File: config.mk
export PLATFORM = sky130hd
export DESIGN_NAME = alu_cmd_driver
export DESIGN_NICKNAME = d
export VERILOG_FILES = /design/src/rtl/alu_cmd_driver.sv
export SDC_FILE = /design/constraint.sdc
export NUM_CORES = 1
export LEC_CHECK = 0
export ABC_AREA = 0
export BUFFER_PORTS_ARGS = -buffer_cell sky130_fd_sc_hd__buf_2
export CAP_MARGIN = 20
export CORE_ASPECT_RATIO = 1.2
export CORE_MARGIN = 2
export CORE_UTILIZATION = 35
export CTS_CLUSTER_DIAMETER = 120
export DETAILED_ROUTE_END_ITERATION = 16
export PLACE_DENSITY = 0.65
export SETUP_SLACK_MARGIN = 0.3
export SKIP_CTS_REPAIR_TIMING = 1
export SYNTH_ARGS = -nofsm -noshare
export SYNTH_HDL_FRONTEND = slang
export SYNTH_SLANG_ARGS = --single-unit
File: constraint.sdc
create_clock -name clk -period 3.4 [get_ports clk]
set_input_delay 0.17 -clock clk [delete_from_list [all_inputs] [get_ports clk]]
set_output_delay 0.17 -clock clk [all_outputs]
set_load 0.005 [all_outputs]
File: src/rtl/alu_cmd_driver.sv
// Sequences one host command at a time into an attached alu_top and returns its result.
// Latency: LATENCY+1 cycles from accept to rsp_valid for legal ops, immediate RESP for /0 or %0.
// Backpressure: cmd_ready only in IDLE; response held in RESP until rsp_ready.
module alu_cmd_driver #(
  parameter int N       = 4,
  parameter int LATENCY = 1
) (
  input  logic             clk,
  input  logic             reset,
  input  logic             cmd_valid,
  output logic             cmd_ready,
  input  logic [N-1:0]     cmd_op1,
  input  logic [N-1:0]     cmd_op2,
  input  logic [3:0]       cmd_sel,
  output logic [N-1:0]     alu_operand1,
  output logic [N-1:0]     alu_operand2,
  output logic [3:0]       alu_select,
  input  logic [2*N-1:0]   alu_result,
  output logic             rsp_valid,
  input  logic             rsp_ready,
  output logic [2*N-1:0]   rsp_result,
  output logic [3:0]       rsp_sel,
  output logic             rsp_err,
  output logic             busy,
  output logic [15:0]      op_count
);

  // Wait counter is 4 bits wide, enough for LATENCY 0..15.
  localparam logic [3:0] LAT_CNT = 4'(LATENCY);

  typedef enum logic [1:0] {
    IDLE = 2'd0,
    WAIT = 2'd1,
    RESP = 2'd2
  } state_t;

  state_t           state_q, state_d;
  logic [3:0]       cnt_q, cnt_d;
  logic [N-1:0]     op1_q, op1_d;
  logic [N-1:0]     op2_q, op2_d;
  logic [3:0]       sel_q, sel_d;
  logic [2*N-1:0]   res_q, res_d;
  logic [3:0]       rsel_q, rsel_d;
  logic             err_q, err_d;
  logic [15:0]      ops_q, ops_d;
  logic             cmd_illegal;

  // Divide and modulo by zero are never sent to the ALU.
  assign cmd_illegal = ((cmd_sel == 4'd3) || (cmd_sel == 4'd4)) && (cmd_op2 == '0);

  // Next-state and datapath decisions for the three-state sequencer.
  always_comb begin
    state_d = state_q;
    cnt_d   = cnt_q;
    op1_d   = op1_q;
    op2_d   = op2_q;
    sel_d   = sel_q;
    res_d   = res_q;
    rsel_d  = rsel_q;
    err_d   = err_q;
    ops_d   = ops_q;
    case (state_q)
      IDLE: begin
        if (cmd_valid) begin
          rsel_d = cmd_sel;
          if (cmd_illegal) begin
            // ALU outputs keep the previous command; error response goes out directly.
            res_d   = '0;
            err_d   = 1'b1;
            state_d = RESP;
          end else begin
            op1_d   = cmd_op1;
            op2_d   = cmd_op2;
            sel_d   = cmd_sel;
            cnt_d   = LAT_CNT;
            state_d = WAIT;
          end
        end
      end
      WAIT: begin
        if (cnt_q == 4'd0) begin
          res_d   = alu_result;
          err_d   = 1'b0;
          state_d = RESP;
        end else begin
          cnt_d = cnt_q - 4'd1;
        end
      end
      RESP: begin
        // Return to IDLE only; a new command waits for the next cycle.
        if (rsp_ready) begin
          ops_d   = ops_q + 16'd1;
          state_d = IDLE;
        end
      end
      default: state_d = IDLE;
    endcase
  end

  // State and output registers; reset wins over any handshake in flight.
  always_ff @(posedge clk) begin
    if (reset) begin
      state_q <= IDLE;
      cnt_q   <= '0;
      op1_q   <= '0;
      op2_q   <= '0;
      sel_q   <= '0;
      res_q   <= '0;
      rsel_q  <= '0;
      err_q   <= 1'b0;
      ops_q   <= '0;
    end else begin
      state_q <= state_d;
      cnt_q   <= cnt_d;
      op1_q   <= op1_d;
      op2_q   <= op2_d;
      sel_q   <= sel_d;
      res_q   <= res_d;
      rsel_q  <= rsel_d;
      err_q   <= err_d;
      ops_q   <= ops_d;
    end
  end

  assign cmd_ready    = (state_q == IDLE);
  assign rsp_valid    = (state_q == RESP);
  assign busy         = (state_q != IDLE);
  assign alu_operand1 = op1_q;
  assign alu_operand2 = op2_q;
  assign alu_select   = sel_q;
  assign rsp_result   = res_q;
  assign rsp_sel      = rsel_q;
  assign rsp_err      = err_q;
  assign op_count     = ops_q;

endmodule

After elaboration in Yosys (flattened, before gate mapping)
Index checks and enable logic that the tools add are counted.
- add/subtract/negate cells: 2
- equal/unequal tests: 10
- multiplexer cells: 17
- bitwise logic cells: 1
- reductions and logical operators: 13
- operators by type and width (operator ; number):
    8-bit two-way mux ; 3
    16-bit by 1-bit adder with 16-bit output, second input constant ; 1
    8-bit case mux with 2 select lines ; 1
    4-bit two-way mux ; 3
    4-bit zero test ; 2
    2-bit two-way mux ; 4
    2-bit != test, second input constant ; 4
    4-bit case mux with 2 select lines ; 1
    4-bit AND reduction ; 2
    2-bit case mux with 3 select lines ; 1
    3-bit AND reduction ; 2
    4-bit by 2-bit == test with 1-bit output, second input constant ; 1
    4-bit by 3-bit == test with 1-bit output, second input constant ; 1
    2-bit by 1-bit != test with 1-bit output, second input constant ; 2
    2-bit AND reduction ; 2
    2-bit nonzero test ; 2
    4-bit by 1-bit subtractor with 4-bit output, second input constant ; 1
    1-bit two-way mux ; 3
    2-bit by 1-bit == test with 1-bit output, second input constant ; 1
    2-bit == test, second input constant ; 1
    2-bit zero test ; 1
    1-bit case mux with 2 select lines ; 1
    1-bit logical AND ; 1
    1-bit logical OR ; 1
    1-bit inverter ; 1
- register bits after elaboration: 47
- input bits: 24
- output and inout port bits: 44
- logic and storage cells: 52

Longest topological paths before layout
Gate-level depths: netlist of run 1.
- depth in word-level cells: 6
- depth in mapped cells: 6

Least setup slack after synthesis of run 1
No wires, ideal clock.
- kind: reg2reg
- start point: register ops_q[2], in the netlist op_count[2]
- end point: register ops_q[15], in the netlist op_count[15]
- arrival time: 1.555 ns
- required time: 3.330 ns
- path slack: 1.775 ns
- cell stages (with the launch flop): 5
- buffers on the path: 0
- cells stage by stage: dfxtp_1 -> nand4b_4 -> or3_4 -> or4_1 -> a21oi_1
- longest elaborated chain between the ends: 1
- ends and longest elaborated chain (what ; RTL line ; RTL):
    start: declaration ; 45 ; logic [15:0] ops_q, ops_d;
    start signal: assignment ; 121 ; ops_q <= ops_d;
    16-bit by 1-bit adder with 16-bit output ; 92 ; ops_d = ops_q + 16'd1;
No other way between the ends.
A chain may end at the register's enable or synchronous reset.

Worst setup path after layout of run 1
- start point: register state_q[1]
- end point: register res_q[7], in the netlist rsp_result[7]
- longest elaborated chain between the ends: 3
- elaborated cells on any way between the ends: 8
- those cells by class: 4 x eq/ne; 1 x mux; 3 x reduce/logical
- ends and longest elaborated chain (what ; RTL line ; RTL):
    start: declaration ; 37 ; state_t state_q, state_d;
    start signal: assignment ; 113 ; state_q <= state_d;
    2-bit by 1-bit == test with 1-bit output / 2-bit zero test (equally long branches) ; 62 ; case (state_q)
    2-bit != test (no source line) (tied with other cells) ; n/a ;
    4-bit AND reduction (no source line) ; n/a ;
    end signal: assignment ; 118 ; res_q <= res_d;
    end: declaration ; 42 ; logic [2*N-1:0] res_q, res_d;
Several ways; a longest one is shown, not always the timed one.

==> results of run 1 <==
how the worst min path moves through the flow:
stage / from / slack (ps) / cells after the start / end
floorplan: alu_result[0] / 300 / 1 / rsp_result[0]
global placement: alu_result[3] / 390 / 2 / rsp_result[3]
detailed placement: alu_result[7] / 390 / 2 / rsp_result[7]
CTS: alu_result[1] / 80 / 2 / rsp_result[1]
global route: alu_result[1] / 80 / 2 / rsp_result[1]
finish: alu_result[1] / 90 / 2 / rsp_result[1]
synthesized netlist by cell type, drive strengths merged, types with 2 or more instances:
master	count	share of area, %
dfxtp	47	46
clkbuf	6	1.1
a21oi	15	3.7
a22o	8	3.4
nor2	16	3.3
nand3	9	2.2
buf	2	0.55
nand2	19	3.5
and3	2	0.61
o21ai	8	2.0
nand4	4	1.2
mux2i	9	4.4
or4	4	1.6
nand3b	2	0.73
inv	5	0.92
xor2	7	3.0
a31oi	2	0.61
or3	6	2.1
ha	3	1.8
xnor2	3	1.3
nand2b	22	6.7
and4	2	0.85
state kept, by name (all words and copies together) (netlist names):
signal,cells
rsp_result,8
cnt_q,4
op_count,16
alu_operand1,4
rsp_err,1
alu_operand2,4
state_q,2
alu_select,4
rsp_sel,4
cells in the final DEF (no fill, tap or decap), types with 4 or more instances in the layout:
cell      netlist  layout
o21ai_0         8       8
clkbuf_8        0       5
inv_1           5       5
nand3_1         9       9
mux2i_1         9       9
nand2_1        19      19
or3_1           5       5
a21oi_1        15      15
a22o_1          8       8
dfxtp_1        47      47
nor2_1         15      15
nand2b_1       22      22
buf_2           0      67
nand4_1         4       4
xor2_1          7       7
metrics by stage:
step / std cells / util [%]
floorplan: 219 / -
global placement: 359 / 43.4
detailed placement: 359 / 43.4
CTS: 366 / 45.2
global route: 366 / 45.2
finish: 366 / 45.2
layer usage:
metal,up-vias,GRT usage [%],part of all wire (%)
met5,-,0,0
met2,68,20.5,43
met4,0,5.45,1.2
li1,910,-,-
met1,809,20.3,49
met3,6,4.60,6.9
power breakdown:
part | internal [mW] | switching (mW)
registers | 0.579 | 0.0195
logic | 0.0707 | 0.0797
clock network | 0.216 | 0.177
total | 0.865 | 0.276
critical path, stage by stage (launching register included):
cell	delay, ps
dfxtp_1	390
nand2b_1	220
or4b_2	740
nor2_4	220
a22o_1	170
cells by family after synthesis:
group / count (synthesis)
adder cells (fa/ha/maj): 3
buffers and inverters: 13
AO/OA/AOI/OAI: 41
AND/OR/NAND/NOR: 96
XOR/XNOR: 10
multiplexers: 9
flip-flops: 47
final cells by class:
class / count / area, um^2
Fill cell: 565 / 3110
Multi-Input combinational cell: 159 / 1060
Sequential cell: 47 / 941
Timing Repair Buffer: 68 / 343
Tap cell: 80 / 100
Clock buffer: 6 / 72.6
Clock inverter: 1 / 30.0
Inverter: 5 / 18.8
==> metrics.txt, run 1 <==
status finished, final reports clean; Reg2Reg Depth 4; num ports 68; Setup Total Neg Slack 0 ps; GP Congestion ~0.8; LEAKAGE roughly 1.1 nW; CTS tree built; register area share after synthesis between 40% and 50%; HPWL Detailed about 3200 um; fin crit period ~1800 ps; DRT antenna net count 0; VDD IR max 0.201 mV; Rel. slew slack roughly 44%; start of the worst register-to-register path state_q[1]; die height ~88 um; dpl ws 1520 ps; Antenna Diode Count 0; Ys Warns 0; fmax about 560 MHz; Final Power ~1.1 mW; initial antenna violation count 0; Post-synth EDFFs 0; post-synthesis mux area share between 4 and 5%; WL per Instance about 12 um; count of input and output buffers 67; combinational family with the most area after synthesis simple AND/OR/NAND/NOR gates; vias in the first global route ~1600; Mapped Cells 219; Tcrit/Tclk final between 50% and 60%; final hold viol count 0; Worst setup EP type register; Setup Skew about 7.4 ps; adder-cell share of the synthesized area under 10%; Post-synth ARST share 0%; core region area 5670 um^2; share of cells above drive strength 1 around 29%; initial DRC count 64; worst slew pin tran 842 ps; Nets between 300 and 400; clk sinks 47; worst skew pair latency just under 300 ps; clk root buf clkbuf_8; crit path to rsp_result[7]; Final Slew Violations 0; largest net degree at the start of global routing 54; total clock buffers created by CTS 5; Die Wd approximately 74 um; PnR worst setup slack 1610 ps; first-pass GRT wire length between 7000 and 8000 um; fin area 2560 um^2; routed vias around 1800; post-synthesis xor/xnor area fraction approximately 4.3%; clock-pin slew on the worst setup and hold paths 80 ps; WP data arrival 2030 ps; grt ovf 0; Synth Area in Compound Gates roughly 14%; dpl cell area 2460 um^2; Mapped Avg Cell Area 9.36 um^2; crit path kind register to register; row count 30; Cell Area, Synth slightly above 2000 um^2; # DRC 0; Hold WC Path Type primary input to register; critical path required time approximately 3600 ps; P&R area growth vs syn 25.0%; Worst Setup SP state_q[1]; WHS a little over 90 ps; Yosys cell types 44; CP Max Fanout 8; Cell Pwr Density 445 nW/um^2; number of H-tree levels 2; Initial Utilization a little over a third; Post-synth top flop dfxtp_1; CTS Buffer Depth 2; post-synthesis register bit count 47; DR pass1 iterations 4; Total GRT Usage about 14%; Register-to-Register Setup Slack ~1600 ps; syn_nets ~250; fraction of the mapped netlist area in simple logic gates between 20% and 30%; RSZ-0062 raised after global routing no; Die Area 6490 um^2; max-cap violation count 0; setup violators final 0; r2r endpoint rsp_result[7]; detail-routed via count per cell 4.90; Worst setup SP type register; Routed Wire Length 4430 um
(Power assumes the default switching activity.)
==> run 2: changes to the inputs <==
Settings changed: ABC_AREA 0 to 1, PLACE_DENSITY 0.65 to 0.66.
Clock period 3.4 ns to 1.6 ns, I/O delays scaled along.
==> metrics.txt, run 2 <==
status finished, final reports clean; count of input and output buffers 67; Int Pwr between 2 and 2.5 mW; dpl ws 132 ps; core region area slightly above 6000 um^2; Antenna Diode Count 0; commonest non-fill, non-tap cells in the layout nand2_1 (67), buf_2 (67), nor2_1 (51), dfxtp_1 (42), a21oi_1 (27); initial antenna violation count 0; clock-pin slew on the worst setup and hold paths roughly 90 ps; register area share after synthesis ~43%; Initial Utilization 36.3%; DRT antenna net count 0; clk root buf clkbuf_8; number of H-tree levels 2; WP data arrival 1480 ps; commonest cells in the netlist nand2_1 (68), nor2_1 (54), dfxtp_1 (47); Final Slew Violations 0; CTS tree built; share of cells above drive strength 1 between 30% and 40%; # DRC 0; Comb power frac around 22%; row count 31; vias in the first global route about 1900; GP Congestion ~0.83; num ports 68; Ys Warns 0; Die Area 6930 um^2; grt ovf 0; max-cap violation count 0; placed cells 451; Nets 415; Cell Pwr Density about 960 nW/um^2; Yosys cell types 27; Finished Layout Cells around 470; PnR worst setup slack about 350 ps; fmax ~800 MHz; Routed Wire Length 5260 um; Setup Skew about 8.1 ps; Worst setup EP type register; CP Max Fanout 4; Filler Cells Inserted ~630; Worst setup SP type register; Rel. slew slack between 70% and 80%; detail-routed via count per cell 4.61; LEAKAGE 1.38 nW; Setup Total Neg Slack 0 ps; WL per Instance 11.2 um; RSZ-0062 raised after global routing yes; worst slew pin tran approximately 380 ps; Die Wd 76.3 um; Hold WC Path Type primary input to register; first-pass GRT wire length 8140 um; Tcrit/Tclk final 78.0%; die height about 91 um; post-synthesis register bit count between 40 and 50; total clock buffers created by CTS 5; VDD IR max ~0.56 mV; Post-synth EDFFs 0; P&R area growth vs syn 35.9%; fin crit period roughly 1200 ps; crit path kind register to register; Seq pwr share 45.3%; max FFs per register 16; worst skew pair latency 300 ps; CTS Buffer Depth 2; Switching Share 29.0%; syn_nets 335; Cell Area, Synth approximately 2200 um^2; Synth area leader dfxtp_1; post-synth top area share a little over two fifths; count leader, synth nand2_1; DR pass1 iterations 4; Mapped Cells ~310; synth top area cells dfxtp_1 (43%), nand2_1 (12%), nor2_1 (9.2%), a21oi_1 (6.6%), nand3_1 (5.7%); multi-input logic area 1210 um^2; clock power share between 30% and 40%; final hold viol count 0; Total GRT Usage roughly 14%; setup violators final 0; Post-synth top flop dfxtp_1; clk sinks 47; initial DRC count 98; largest net degree at the start of global routing 20; Storage cell area between 900 and 1000 um^2; routed vias 2171; Post-synth ARST share 0%; Mapped Avg Cell Area 7.13 um^2; HPWL Detailed 3630 um; critical path required time 1830 ps; switching power ~0.83 mW
[run 2: worst max-delay path: stages, from the launching register on]
cell      delay (ps)
dfxtp_2          390
ha_4             160
nand3_2          100
nor3_4           190
buf_4            150
nor2_1            30
a211oi_1         160
[run 2: kinds of logic (layout without fill, tap and decap cells)]
group | count (synthesis) | after routing | share of synthesized area [%]
flops | 47 | 47 | 42.8
compound gates | 45 | 45 | 10.5
simple gates | 170 | 172 | 35.5
xor+xnor | 2 | 2 | 0.797
buf+inv | 41 | 120 | 8.66
fa+ha+maj | 3 | 3 | 1.71
[run 2: power groups by stage]
stage / Combinational, mW / Clock (mW) / Sequential (mW)
6_report: 0.635 / 0.936 / 1.30
5_1_grt: 0.709 / 1.01 / 1.31
4_1_cts: 0.507 / 0.971 / 1.30
3_5_place_dp: 0.505 / 0 / 1.33
3_3_place_gp: 0.497 / 0 / 1.33
2_1_floorplan: 0.354 / 0 / 1.33
[run 2: worst paths after layout]
check                                 start               to  slack [ps]  cells past startpoint
worst max-delay path            op_count[0]      op_count[6]         350                      6
worst min-delay path             cmd_op1[2]  alu_operand1[2]           3                      3
worst max register to register  op_count[0]      op_count[6]         350                      6
worst min register to register      rsp_err          rsp_err         450                      2
[run 2: through the flow]
| step | total power, mW | area, um^2 | utilization (%) | hold slack [ps] |
|---|---|---|---|---|
| detailed placement | 1.83 | 2590 | 42.8 | 342 |
| finish | 2.87 | 2990 | 49.4 | 3.26 |
| global route | 3.04 | 2990 | 49.4 | 1.18 |
| CTS | 2.78 | 2710 | 44.8 | 11.7 |
| global placement | 1.82 | 2590 | 42.8 | 331 |
| floorplan | 1.68 | 2200 | - | 223 |
[run 2: final cells by class]
cell class,count,share of cell area [%]
Clock buffer,6,2.76
Clock inverter,2,1.30
Inverter,32,4.69
Multi-Input combinational cell,222,40.5
Sequential cell,47,31.9
Tap cell,82,3.44
Timing Repair Buffer,80,15.4
[run 2: routing by layer]
layer  GRT usage, %  routed length [um]
met1           17.0                2360
met4           5.45                  91
met3           3.90                 251
met5              0                   0
met2           24.3                2570
==> run 3: changes to the inputs <==
Settings changed: ABC_AREA 1 to 0, PLACE_DENSITY 0.66 to 0.65.
Clock period 1.6 ns to 1.3 ns, I/O delays scaled along.
==> metrics.txt, run 3 (synthesized netlist as in run 1, its figures left out) <==
Setup Total Neg Slack -2410 ps; setup violators final 21; # DRC 0; DR pass1 iterations 4; Final Slew Violations 0; DRT antenna net count 0; critical path required time ~1500 ps; crit path kind register to register; share of cells above drive strength 1 approximately half; worst skew pair latency 300 ps; Nets 370; commonest non-fill, non-tap cells in the layout buf_2 (66), buf_4 (43), dfxtp_1 (31), nand2b_1 (21), nand2_1 (17); largest net degree at the start of global routing 25; Routed Wire Length roughly 5300 um; WP data arrival 1790 ps; vias in the first global route between 1500 and 2000; Switching Share between 20% and 30%; P&R area growth vs syn 59.6%; Tcrit/Tclk final 120%; Worst setup EP type register; routed vias between 2000 and 2500; count of input and output buffers 67; Cell Pwr Density roughly 980 nW/um^2; Total GRT Usage approximately 16%; Util after Layout 57.7%; Final Power ~3.2 mW; Worst setup SP type register; Die Wd ~74 um; clock-pin slew on the worst setup and hold paths 90 ps; failing checks negative setup slack; total clock buffers created by CTS 5; status complete, but fails checks; CTS Buffer Depth 2; Int Pwr approximately 2.4 mW; max FFs per register 16; WL per Instance about 13 um; dpl cell area 2860 um^2; number of H-tree levels 2; WHS 15.2 ps; initial DRC count 20; switching power roughly 0.80 mW; core region area around 5700 um^2; max-cap violation count 0; die height between 80 and 90 um; grt ovf 0; Antenna Diode Count 0; CP Max Fanout 7; worst slew pin tran between 300 and 400 ps; detail-routed via count per cell between 4 and 5; num ports ~70; initial antenna violation count 0; Comb power frac ~18%; clk root buf clkbuf_8; fin area approximately 3300 um^2; Hold WC Path Type primary input to register; Initial Utilization a little over a third; LEAKAGE about 1.5 nW; final hold viol count 0; PnR worst setup slack -260 ps; dpl ws -291 ps; VDD IR max 0.675 mV; Rel. slew slack 77.3%; CTS tree built; Setup Skew roughly 6.1 ps; clock power share 32.6%; HPWL Detailed around 3700 um; Die Area 6490 um^2; placed cells about 400; fin crit period around 1600 ps; Seq pwr share around half; RSZ-0062 raised after global routing yes; fmax 641 MHz; GP Congestion 0.791; first-pass GRT wire length about 8200 um; commonest non-fill, non-tap cell in the layout buf_2; row count 30; clk sinks 47; Filler Cells Inserted between 500 and 600; Finished Layout Cells 423
## run 3: cell count changes in the layout (fill, tap and decap cells not counted), sizes merged, moves of 4 or more
cell and delta:
mux2i +9, inv -26, xor2 +6, o21ai -6, nand2 -61, dlygate4sd3 +7
nand3 -17, nor2 -40, or4 +4, nand2b +22, a22o +8, a21oi -14
or3 +6, buf +38
## run 3: routing by layer
layer | vias up | GRT usage (%) | routed length (um)
met5 | - | 0 | 0
met1 | 967 | 20.2 | 2260
li1 | 1022 | - | -
met2 | 65 | 26.6 | 2740
met3 | 4 | 4.14 | 275
met4 | 0 | 5.95 | 42
## run 3: layout make-up
type	count	area (um^2)	area share, %
tap	80	100	3.06
inverter	5	18.8	0.573
multi-input combinational	159	1260	38.5
timing repair buffer	125	823	25.2
clock inverter	2	36.3	1.11
sequential	47	966	29.5
clock buffer	5	68.8	2.10
## run 3: path summary, 6_finish.rpt
check / startpoint / endpoint / slack, ps / depth (start not counted)
max reg2reg: state_q[0] / op_count[15] / -260 / 4
min reg2reg: rsp_sel[0] / rsp_sel[0] / 460 / 2
max: state_q[0] / op_count[15] / -260 / 4
min: cmd_op1[3] / alu_operand1[3] / 20 / 3
## run 3: power by group through the flow
stage	Clock, mW	Sequential [mW]	Combinational (mW)
2_1_floorplan	0	1.60	0.259
3_3_place_gp	0	1.60	0.500
3_5_place_dp	0	1.60	0.508
4_1_cts	1.08	1.56	0.509
5_1_grt	1.14	1.58	0.652
6_report	1.04	1.57	0.590
## run 3: critical path, stage by stage, from the launching register on
cell and delay, ps:
dfxtp_4 380, nand4b_4 170, or3_4 340, or4_1 470, a21oi_1 130
